## src/rtl/i2c_pkg.sv

```systemverilog
// Shared types and constants for the I2C target.
// Optional glitch filter: define I2C_TARGET_GLITCH_FILTER_EN.
package i2c_pkg;

  typedef enum logic [2:0] {
    IDLE,
    ADDR,
    ADDR_ACK,
    WRITE,
    WR_ACK,
    READ,
    RD_ACK
  } i2c_tgt_state_t;

  localparam logic I2C_RW_READ = 1'b1;
  localparam logic I2C_ACK     = 1'b0;
  localparam logic I2C_NACK    = 1'b1;

endpackage

```

## src/rtl/i2c_line_sync.sv

```systemverilog
// Two-flop synchronizer, optional glitch filter and edge detector.
// Glitch filter enabled by I2C_TARGET_GLITCH_FILTER_EN.
module i2c_line_sync (
  input  logic clk,
  input  logic rst_n,
  input  logic raw,
  output logic level,
  output logic rise,
  output logic fall
);

  logic s1;
  logic s2;
  logic prev;

  // Bus idles high, so the synchronizer resets to 1.
  always_ff @(posedge clk or negedge rst_n) begin
    if (!rst_n) begin
      s1 <= 1'b1;
      s2 <= 1'b1;
    end else begin
      s1 <= raw;
      s2 <= s1;
    end
  end

`ifdef I2C_TARGET_GLITCH_FILTER_EN
  logic h0;
  logic h1;
  logic held;
  logic agree;

  // Level moves only once three consecutive samples agree.
  assign agree = (s2 == h0) && (h0 == h1);
  assign level = agree ? s2 : held;

  always_ff @(posedge clk or negedge rst_n) begin
    if (!rst_n) begin
      h0   <= 1'b1;
      h1   <= 1'b1;
      held <= 1'b1;
    end else begin
      h0   <= s2;
      h1   <= h0;
      held <= level;
    end
  end
`else
  assign level = s2;
`endif

  always_ff @(posedge clk or negedge rst_n) begin
    if (!rst_n) begin
      prev <= 1'b1;
    end else begin
      prev <= level;
    end
  end

  assign rise = level & ~prev;
  assign fall = ~level & prev;

endmodule

```

## src/rtl/i2c_target_fsm.sv

```systemverilog
// Single-address I2C target: START/STOP, address match, ACK, rx/tx bytes.
// Optional glitch filter on SCL/SDA: define I2C_TARGET_GLITCH_FILTER_EN.
module i2c_target_fsm
  import i2c_pkg::*;
#(
  parameter logic [6:0] TARGET_ADDR = 7'h50
) (
  input  logic       clk,
  input  logic       rst_n,
  input  logic       scl_i,
  input  logic       sda_i,
  output logic       sda_oe,
  output logic [7:0] rx_data,
  output logic       rx_valid,
  input  logic [7:0] tx_data,
  output logic       tx_req,
  output logic       addressed
);

  logic scl;
  logic scl_rise;
  logic scl_fall;
  logic sda;
  logic sda_rise;
  logic sda_fall;

  i2c_line_sync u_scl (
    .clk   (clk),
    .rst_n (rst_n),
    .raw   (scl_i),
    .level (scl),
    .rise  (scl_rise),
    .fall  (scl_fall)
  );

  i2c_line_sync u_sda (
    .clk   (clk),
    .rst_n (rst_n),
    .raw   (sda_i),
    .level (sda),
    .rise  (sda_rise),
    .fall  (sda_fall)
  );

  logic start;
  logic stop;

  assign start = sda_fall & scl;
  assign stop  = sda_rise & scl;

  i2c_tgt_state_t state;
  logic [7:0]     shift;
  logic [7:0]     shift_in;
  logic [2:0]     bit_cnt;
  logic           last_bit;
  logic           phase;
  logic           rw;
  logic           rx_pend;

  assign shift_in = {shift[6:0], sda};
  assign last_bit = (bit_cnt == 3'd7);

  always_ff @(posedge clk or negedge rst_n) begin
    if (!rst_n) begin
      state     <= IDLE;
      shift     <= 8'h00;
      bit_cnt   <= 3'd0;
      phase     <= 1'b0;
      rw        <= 1'b0;
      rx_pend   <= 1'b0;
      sda_oe    <= 1'b0;
      rx_data   <= 8'h00;
      rx_valid  <= 1'b0;
      tx_req    <= 1'b0;
      addressed <= 1'b0;
    end else begin
      tx_req   <= 1'b0;
      rx_valid <= rx_pend;
      rx_pend  <= 1'b0;
      if (start) begin
        state     <= ADDR;
        bit_cnt   <= 3'd0;
        phase     <= 1'b0;
        sda_oe    <= 1'b0;
        addressed <= 1'b0;
      end else if (stop) begin
        state     <= IDLE;
        phase     <= 1'b0;
        sda_oe    <= 1'b0;
        addressed <= 1'b0;
      end else begin
        unique case (state)
          IDLE: begin
            bit_cnt <= 3'd0;
          end
          ADDR: begin
            if (scl_rise) begin
              shift   <= shift_in;
              bit_cnt <= bit_cnt + 3'd1;
              if (last_bit) begin
                rw    <= sda;
                phase <= 1'b0;
                if (shift[6:0] == TARGET_ADDR) begin
                  state <= ADDR_ACK;
                end else begin
                  state <= IDLE;
                end
              end
            end
          end
          ADDR_ACK: begin
            if (scl_fall) begin
              if (!phase) begin
                sda_oe    <= 1'b1;
                addressed <= 1'b1;
                phase     <= 1'b1;
              end else begin
                bit_cnt <= 3'd0;
                phase   <= 1'b0;
                if (rw == I2C_RW_READ) begin
                  state  <= READ;
                  tx_req <= 1'b1;
                  shift  <= tx_data;
                  sda_oe <= ~tx_data[7];
                end else begin
                  state  <= WRITE;
                  sda_oe <= 1'b0;
                end
              end
            end
          end
          WRITE: begin
            if (scl_rise) begin
              shift   <= shift_in;
              bit_cnt <= bit_cnt + 3'd1;
              if (last_bit) begin
                rx_data <= shift_in;
                rx_pend <= 1'b1;
                phase   <= 1'b0;
                state   <= WR_ACK;
              end
            end
          end
          WR_ACK: begin
            if (scl_fall) begin
              if (!phase) begin
                sda_oe <= 1'b1;
                phase  <= 1'b1;
              end else begin
                sda_oe  <= 1'b0;
                phase   <= 1'b0;
                bit_cnt <= 3'd0;
                state   <= WRITE;
              end
            end
          end
          READ: begin
            // Counter wraps to 0 after the 8th rise; that fall ends the byte.
            if (scl_rise) begin
              shift   <= {shift[6:0], 1'b0};
              bit_cnt <= bit_cnt + 3'd1;
            end else if (scl_fall) begin
              if (bit_cnt == 3'd0) begin
                sda_oe <= 1'b0;
                phase  <= 1'b0;
                state  <= RD_ACK;
              end else begin
                sda_oe <= ~shift[7];
              end
            end
          end
          RD_ACK: begin
            if (scl_rise) begin
              if (sda == I2C_ACK) begin
                phase <= 1'b1;
              end else begin
                state     <= IDLE;
                addressed <= 1'b0;
              end
            end else if (scl_fall && phase) begin
              tx_req  <= 1'b1;
              shift   <= tx_data;
              sda_oe  <= ~tx_data[7];
              bit_cnt <= 3'd0;
              phase   <= 1'b0;
              state   <= READ;
            end
          end
          default: begin
            state <= IDLE;
          end
        endcase
      end
    end
  end

endmodule

```

## config.mk

```make
export PLATFORM = sky130hd
export DESIGN_NAME = i2c_target_fsm
export DESIGN_NICKNAME = d
export VERILOG_FILES = /design/src/rtl/i2c_pkg.sv /design/src/rtl/i2c_line_sync.sv /design/src/rtl/i2c_target_fsm.sv
export SDC_FILE = /design/constraint.sdc
export NUM_CORES = 1
export LEC_CHECK = 0
export CAP_MARGIN = 20
export CELL_PAD_IN_SITES_DETAIL_PLACEMENT = 2
export CELL_PAD_IN_SITES_GLOBAL_PLACEMENT = 2
export CORE_UTILIZATION = 32
export CTS_CLUSTER_SIZE = 24
export DETAILED_ROUTE_END_ITERATION = 16
export PLACE_DENSITY = 0.85
export SETUP_SLACK_MARGIN = 0.2
export SLEW_MARGIN = 30
export SYNTH_ARGS = -nofsm -noshare
export SYNTH_HDL_FRONTEND = slang
export SYNTH_SLANG_ARGS = --single-unit
```

## constraint.sdc

```tcl
create_clock -name clk -period 1.6 [get_ports clk]
set_clock_uncertainty 0.05 [all_clocks]
set_input_delay 0.4 -clock clk [delete_from_list [all_inputs] [get_ports clk]]
set_output_delay 0.4 -clock clk [all_outputs]
set_load 0.01 [all_outputs]
```

==> impl_metrics.json <==
{
  "clk_pin_slew_ns": 0.08,
  "stdcell_area_sq_um": 2910,
  "max_freq_ghz": 0.522,
  "p_sw_frac": 0.350,
  "r2r_start": "u_scl.level$_DFF_PN1_",
  "hold_path.class": "in -> async",
  "dp_cells": 316,
  "cp-end-kind": "register",
  "drtAntennaViolNets": 0,
  "setup_viol": 24,
  "slew_headroom": 0.682,
  "die_x_um": 79.8,
  "maxCapViolations": 0,
  "combPwrFrac": 0.273,
  "vias": 1869,
  "die_area_sq_um": 6370,
  "grt_max_degree": 36,
  "yosysSeqAreaShare": 0.456,
  "final_nets": 280,
  "cp.arrival_ns": 2.07,
  "pwr-share-seq": 0.451,
  "crit_chain": "nand3b_4 > nor3_2 > buf_4 > o31ai_4 > buf_12 > nand2_1 > o21ai_1",
  "antenna_found_initial": 0,
  "die_h_um": 79.8,
  "hold_viol_final": 0,
  "slowest_delay_ns": 0.61,
  "finalCritPeriodShare": 1.20,
  "yosysWarnings": 0,
  "synth.top_cell.area_share": 0.374,
  "ir_drop_uv": 545,
  "endpoint": "shift[4]$_DFFE_PN0P_",
  "synth_top_area_cell": "dfrtp_1",
  "wl_per_cell_um": 25.8,
  "clockBufferDepth": 2,
  "power_density_nw_per_um2": 843,
  "fin_cells": 338,
  "fin_setup_tns_ns": -5.02,
  "intPower_mw": 1.60,
  "ctsHoldBuffers": 0,
  "pwr-share-clk": 0.275,
  "synthTopCellsByArea": "dfrtp_1 (37%), dfstp_2 (8.1%), mux2_2 (5.8%), mux2i_1 (4.6%), nand2_1 (4.1%)",
  "layout_min_cycle_time_ns": 1.92,
  "setup_slack_ns": -0.317,
  "firstDrtPassIters": 4,
  "startpoint_type": "register",
  "tightestPinTransition_ns": 0.477,
  "clk_latency_ns": 0.31,
  "violations": "negative setup slack",
  "synthesis.area_sq_um": 1940,
  "drive_gt1_frac": 0.462,
  "syn-mean-instance-area_sq_um": 10.1,
  "rsz0062_at_grt": "yes",
  "post-dp-hpwl_mm": 5.17,
  "cp.required_ns": 1.75,
  "remaining_drc_errors": 0,
  "portBuffers": 23,
  "cp_max_fo": 16,
  "drt-total-wl_mm": 8.71,
  "cts_num_sinks": 35,
  "r2r_setup_slack_ns": -0.32,
  "power_switching_mw": 0.860,
  "cp_slowest_cell": "dfstp_2",
  "r2r_end": "shift[4]$_DFFE_PN0P_",
  "path_class": "reg -> reg",
  "areaGrowthSynthToFinish_pct": 50.3,
  "yosys.cell_types.count": 49,
  "fillers": 597,
  "grt_pass1_wl_mm": 12.3,
  "slew_viol_final": 0,
  "viasPerCell": 5.53,
  "cts.htree.levels": 2,
  "cp-startpoint": "u_scl.level$_DFF_PN1_",
  "drt_iter0_drc": 88,
  "reg2reg_depth": 7,
  "coreArea_sq_um": 5680,
  "cts_root_buf": "clkbuf_8",
  "cts_buffers": 5,
  "synthCells": 191,
  "status": "finished, violations left",
  "synth_nets": 206,
  "grt_pass1_vias": 2162,
  "diodes": 0,
  "io-pin-count": 24,
  "gp_congestion": 0.847,
  "dp_slack_ns": -0.258,
  "place_area_sq_um": 2550,
  "row_count": 27,
  "track_usage": 0.268,
  "initial_utilization": 0.341,
  "ys_ff_latch": 35,
  "power.leakage_nw": 1.37,
  "cts_tree": "built",
  "grt_overflow": 0
}
## power groups by stage
stage	sequential [mW]	combinational [mW]	clock, mW
after global routing	1.12	0.716	0.725
after detailed placement	1.11	0.515	0
after floorplan	1.07	0.282	0
after CTS	1.10	0.589	0.665
final	1.11	0.671	0.677
after global placement	1.10	0.471	0
## what timing repair did
action | CTS | global route
buffers inserted | 5 | 9
gates resized for setup | 62 | 26
setup endpoints to repair | 39 | 31
pin swaps | 5 | 7
## per-stage QoR
stage	hold WS (ns)	util	power (mW)
after global placement	0.296	0.449	1.57
after global routing	0.120	0.513	2.56
after detailed placement	0.298	0.449	1.63
after CTS	0.116	0.490	2.36
final	0.0761	0.513	2.46
after floorplan	0.0544	-	1.35
## kinds of logic (layout without fill, tap and decap cells)
| group | after synthesis | in the layout | synth area share |
|---|---|---|---|
| buf+inv | 21 | 96 | 0.0581 |
| fa+ha+maj | 4 | 4 | 0.0245 |
| simple gates | 61 | 61 | 0.167 |
| xor+xnor | 2 | 2 | 0.00904 |
| flops | 35 | 35 | 0.456 |
| mux | 19 | 19 | 0.105 |
| compound gates | 49 | 49 | 0.181 |
## final cells by class
class                      instances  area (sq um)  share of cell area
clock buffer                       7          76.3              0.0262
clock inverter                     1          5.00             0.00172
inverter                           9          37.5              0.0129
multi-input combinational        135          1130               0.388
sequential                        35           887               0.305
tap                               72          90.1              0.0309
timing repair buffer              79           686               0.235
## layer usage
metal,vias up,part of all wire,GRT usage
li1,832,-,-
met4,0,0.039,0.113
met3,24,0.026,0.0503
met1,968,0.40,0.291
met2,45,0.53,0.501
met5,-,0,0
## how the worst min path moves through the flow
stage	startpoint	endpoint	slack, ns	cells past startpoint
CTS	rst_n	shift[7]$_DFFE_PN0P_	0.12	2
global placement	u_sda.s1$_DFF_PN1_	u_sda.level$_DFF_PN1_	0.30	0
detailed placement	u_sda.s1$_DFF_PN1_	u_sda.level$_DFF_PN1_	0.30	0
floorplan	rst_n	addressed$_DFFE_PN0P_	0.05	0
finish	rst_n	rx_data[5]$_DFFE_PN0P_	0.08	2
global route	rst_n	sda_oe$_DFFE_PN0P_	0.12	2
## worst max-delay path: cells and delay by family (launching register included)
family / cells / cell delay, ns
and+or+nand+nor: 3 / 0.35
AOI/OAI and AO/OA: 2 / 0.46
buffers and inverters: 2 / 0.34
DFF: 1 / 0.61
## flip-flops by register name, summed over array words and instances (netlist names)
signal and cells:
rx_data 8, shift 8, bit_cnt 3, state 3, addressed 1, phase 1
rw 1, rx_pend 1, rx_valid 1, sda_oe 1, tx_req 1, u_scl.level 1
u_scl.prev 1, u_scl.s1 1, u_sda.level 1, u_sda.prev 1, u_sda.s1 1
## Yosys cell counts (all sizes together)
cell / instances
a2111oi: 1
a211oi: 1
a21boi: 2
a21o: 1
a21oi: 8
a221o: 1
a221oi: 1
a22o: 2
a22oi: 1
a2bb2oi: 2
a311oi: 1
a31oi: 4
a32o: 2
a41o: 1
and2: 3
and3: 1
buf: 10
clkbuf: 2
dfrtp: 29
dfstp: 6
ha: 3
inv: 9
maj3: 1
mux2: 10
mux2i: 9
nand2: 21
nand2b: 6
nand3: 3
nand3b: 2
nor2: 12
nor2b: 6
nor3: 4
nor4: 1
nor4b: 1
nor4bb: 1
o211a: 1
o211ai: 1
o21ai: 13
o22a: 2
o22ai: 2
o31ai: 2
xor2: 2
## placed cells by master, fill, tap and decap left out, drive strengths merged, types with 2 or more instances in the layout
master / n
buf: 56
a21oi: 8
o22ai: 2
a21boi: 2
o21ai: 13
a31oi: 4
and2: 3
a2bb2oi: 2
ha: 3
o22a: 2
nor3: 4
nand2b: 6
clkbuf: 12
clkdlybuf4s50: 10
mux2: 10
a22o: 2
mux2i: 9
nand3: 3
nor2b: 6
xor2: 2
dfstp: 6
a32o: 2
o31ai: 2
nand2: 21
clkdlybuf4s15: 8
inv: 8
nor2: 12
nand3b: 2
dfrtp: 29
Note: power is estimated with default switching activity, not from simulation.
==> RTL change 1, RTL diff (same settings) <==
Re-encode `i2c_tgt_state_t` (7 states) as one-hot, 7 bits wide.
--- a/src/rtl/i2c_pkg.sv
+++ b/src/rtl/i2c_pkg.sv
@@ -4,10 +4,10 @@
 
-  typedef enum logic [2:0] {
-    IDLE,
-    ADDR,
-    ADDR_ACK,
-    WRITE,
-    WR_ACK,
-    READ,
-    RD_ACK
+  typedef enum logic [6:0] {
+    IDLE     = 7'b0000001,
+    ADDR     = 7'b0000010,
+    ADDR_ACK = 7'b0000100,
+    WRITE    = 7'b0001000,
+    WR_ACK   = 7'b0010000,
+    READ     = 7'b0100000,
+    RD_ACK   = 7'b1000000
   } i2c_tgt_state_t;
Check against the original RTL: same outputs for any inputs over 10 cycles, from zero or initial values and one cycle with rst_n low; not proved beyond that.
==> RTL change 1 against the original RTL <==
Synthesized area increased by 27%. Largest power group is now combinational logic. Clock power is 64% higher. Synthesized cell count is 19% higher. The flow still finishes with violations (setup timing). Critical path type unchanged. Sequential cell count up 4. Design area grew 45%. Cell count increased by 33%. Total power grew 65%. First-iteration DRC count increased by 95%. Worst setup slack worse by 0.36 ns. Via count up 45%. Routed wire length up 76%.
==> RTL change 1: results <==
min_path:
  hp-class: "register to register"
placement:
  dpl_cell_area_sq_um: 3280
  place.gp.congestion: 0.894
  dp_hpwl_mm: 7.24
worst_setup_path:
  regToRegEndpoint: "bit_cnt[1]"
  reg2reg_depth: 8
  cp-startpoint: "u_scl.level"
  crit_path_max_fanout: 5
power:
  p_leak_nw: 1.93
layout:
  drive_gt1_frac: 0.645
  reg_top3: "rx_data x8, shift x8, state x7"
  nets: 366
yosys:
  yosys-top-cells-count: "dfrtp_1 (32), nand2_1 (15), a21oi_1 (12), nor2_1 (12), mux2_1 (11)"
  synthesis.nets: 243
  synth_area_leaders: "dfrtp_1 (33%), dfstp_2 (7.5%), mux2_1 (5.0%)"
  synth_cell_types: 72
run_status:
  violations: "setup timing"
  status: "finished with violations"
routing:
  drt_iter0_markers: 172
  drt-total-wl_mm: 15.3
  vias_per_cell: 6.00
global_route:
  grt_pass1_wl_mm: 19.4
  grt_pass1_vias: 2997
  grt_max_degree: 40
  grt.total_usage: 0.356
sta:
  fin_ws_ns: -0.678
  fin_hold_ws_ns: 0.294
  setup_viol: 32
clocking:
  cts.clk_slew.worst_paths_ns: 0.11
  clk_latency_ns: 0.33
  htree_num_levels: 2
die:
  start_util: 0.336
-- RTL change 1: final cells by class --
type | count | area (sq um)
tap | 99 | 124
multi-input combinational | 167 | 1780
inverter | 6 | 22.5
timing repair buffer | 132 | 1170
clock inverter | 3 | 71.3
fill | 675 | 3100
sequential | 39 | 991
clock buffer | 5 | 68.8
-- RTL change 1: worst max-delay path by stage --
stage,slack [ns],end,depth (start not counted)
2_1_floorplan,-0.35,shift[0],7
3_3_place_gp,-0.48,shift[7],6
3_5_place_dp,-0.57,phase,6
4_1_cts,-0.46,state[2],8
5_1_grt,-0.76,phase,8
6_report,-0.68,bit_cnt[1],8
-- RTL change 1: cell families (layout without fill, tap and decap cells) --
family / Yosys count / after routing / share of synthesized area
AND/OR/NAND/NOR: 78 / 78 / 0.216
AO/OA/AOI/OAI: 52 / 52 / 0.154
buffers and inverters: 22 / 146 / 0.0529
adder cells (fa/ha/maj): 3 / 3 / 0.0153
multiplexers: 26 / 26 / 0.131
flip-flops: 39 / 39 / 0.400
XOR/XNOR: 8 / 8 / 0.0315
-- RTL change 1: power breakdown --
part	internal (W)	switching, W	total [W]	leakage (nW)
logic	0.000874	0.000821	0.00169	1.35
registers	0.00111	0.000149	0.00126	0.506
clock network	0.000634	0.000471	0.00111	0.0703
total	0.00262	0.00144	0.00406	1.93
-- RTL change 1: stage by stage --
step	utilization	instances	total power, W	setup WS [ns]
6_report	0.578	451	0.00406	-0.678
5_1_grt	0.578	451	0.00413	-0.764
3_5_place_dp	0.447	400	0.00228	-0.568
4_1_cts	0.539	436	0.00372	-0.460
3_3_place_gp	0.447	400	0.00219	-0.482
2_1_floorplan	-	228	0.00178	-0.351
-- RTL change 1: repair_timing --
action                                  4_1_cts  5_1_grt
cloned                                        1        0
setup buffers                                27       14
pin swaps                                    23       19
endpoints found under the hold margin         0       13
hold buffers                                  0        1
endpoints found under the setup margin       44       36
resized for setup                           114       40
-- RTL change 1: per-layer routing --
metal	share of wire	track usage
met1	0.36	0.383
met2	0.51	0.649
met3	0.056	0.0649
met4	0.074	0.214
met5	0	0
==> RTL change 2, RTL diff (same settings) <==
Made on the original files. Add a define of `I2C_TARGET_GLITCH_FILTER_EN`.
--- a/src/rtl/i2c_line_sync.sv
+++ b/src/rtl/i2c_line_sync.sv
@@ -2,2 +2,4 @@
 // Glitch filter enabled by I2C_TARGET_GLITCH_FILTER_EN.
+`define I2C_TARGET_GLITCH_FILTER_EN
+
 module i2c_line_sync (
Function: same outputs for any inputs over 10 cycles, from zero or initial values and one cycle with rst_n low; that may be too few to reach the edited logic, so the function may still have changed.
==> RTL change 2 against the original RTL <==
Die area up 3.8%. Design area up 16%. Largest cell class unchanged. First-iteration DRC count up 27%. Routed wire length up 31%. Core utilization up 5.0 points. Critical path type unchanged. Via count up 12%. Largest power group unchanged. Sequential cell count up 4. Critical path depth down 2. Total power up 2.0%. The run ends with hold timing, setup timing left. Worst setup slack worse by 0.36 ns. Combinational power down 30%. Synthesized area up 3.9%.
==> RTL change 2: results <==
sta:
  fin_ws_ns: -0.681
  hold_viol_final: 6
  fin_setup_tns_ns: -15.44
  fin_hold_ws_ns: -0.00690
  setup_viol: 28
yosys:
  synth_cell_types: 50
  yosys-top-cells-count: "dfrtp_1 (29), nand2_1 (16), o21ai_0 (14), a21oi_1 (11), inv_1 (11)"
  postSynthAreaPerCell_sq_um: 10.8
  synth_area_leaders: "dfrtp_1 (36%), dfstp_2 (13%), mux2_4 (6.0%)"
  yosysSeqAreaShare: 0.491
  synthesis.nets: 202
power:
  ir_worst_vdd_mv: 0.457
  swShare: 0.304
placement:
  dp_hpwl_mm: 5.30
  pre_cts_slack_ns: -0.668
  place.gp.congestion: 0.796
  dp.cells: 327
layout:
  drive_gt1_frac: 0.590
  instances_no_fill: 368
  nets: 307
  fillers: 553
global_route:
  grt.total_usage: 0.322
  grt_pass1_vias: 2370
  grt_pass1_wl_mm: 14.7
  met3_usage: 0.0539
  grt_max_degree: 40
run_status:
  violations: "hold timing, setup timing"
  status: "finished with violations"
worst_setup_path:
  cp.arrival_ns: 2.42
  crit_path_max_fanout: 11
  r2r_start: "state[1]"
  critPathMaxStageDelay_ns: 0.69
  reg2reg_depth: 5
  regToRegEndpoint: "state[1]"
  slowest_stage: "dfrtp_1"
routing:
  routedWlPerCell_um: 31.1
  drt_iter0_markers: 112
  dr_total_vias: 2098
die:
  die_w_um: 81.3
-- RTL change 2: cell types whose count changed after synthesis, moves of 3 or more --
cell / delta
nand2b_1: -3
mux2_4: +8
dfstp_2: +4
buf_2: -6
mux2_2: -8
nand2_1: -5
clkbuf_1: +7
a21oi_1: +3
nor2_1: -7
-- RTL change 2: metrics by stage --
step	instance area (sq um)	power (W)	hold WS (ns)
after floorplan	2090	0.00126	0.0544
after global placement	2740	0.00141	0.291
after detailed placement	2740	0.00145	0.297
after CTS	3220	0.00237	0.0111
after global routing	3370	0.00257	0.00916
final	3370	0.00250	-0.00690
-- RTL change 2: area by class of cell --
| cell class | count | share of cell area |
|---|---|---|
| clock buffer | 5 | 0.0204 |
| clock inverter | 3 | 0.0130 |
| inverter | 11 | 0.0130 |
| multi-input combinational | 126 | 0.360 |
| sequential | 39 | 0.294 |
| tap | 75 | 0.0278 |
| timing repair buffer | 109 | 0.272 |
-- RTL change 2: timing repair --
item                       in CTS  in global routing
buffers inserted               19                 12
setup endpoints to repair      40                 41
pin swaps                      15                  8
gates resized for setup        78                 41
gates cloned                    2                  0
-- RTL change 2: critical path, delay by kind of cell (launching register included) --
kind            cells  cell delay, ns
compound gates      3            0.86
flops               1            0.69
simple gates        2            0.58
-- RTL change 2: worst max path at each step --
stage | from | endpoint | slack, ns | cells after the start
floorplan | u_sda.prev | rx_data[0] | -0.73 | 7
finish | state[1] | state[1] | -0.68 | 5
detailed placement | u_sda.prev | rx_data[6] | -0.67 | 5
global route | u_scl.h0 | rx_data[7] | -0.70 | 6
CTS | u_sda.prev | rx_data[6] | -0.59 | 5
global placement | u_sda.prev | rx_data[7] | -0.60 | 5
-- RTL change 2: power by group through the flow --
stage / Sequential (W) / Clock, W / Combinational (W)
after floorplan: 0.00111 / 0 / 0.000147
after global placement: 0.00112 / 0 / 0.000291
after detailed placement: 0.00113 / 0 / 0.000316
after CTS: 0.00112 / 0.000857 / 0.000396
after global routing: 0.00114 / 0.000937 / 0.000495
final: 0.00114 / 0.000896 / 0.000472
-- RTL change 2: per-layer routing --
layer | routed length [um] | vias up
li1 | - | 891
met1 | 4600 | 1102
met2 | 5870 | 70
met3 | 434 | 35
met4 | 537 | 0
met5 | 0 | -
-- RTL change 2: cells by family (layout without fill, tap and decap cells) --
kind of cell | count (synthesis) | count (layout) | synth area share
mux | 18 | 18 | 0.111
simple gates | 47 | 48 | 0.137
fa+ha+maj | 3 | 3 | 0.0186
buf+inv | 23 | 128 | 0.0503
flops | 39 | 39 | 0.491
xor+xnor | 1 | 1 | 0.00435
compound gates | 56 | 56 | 0.188
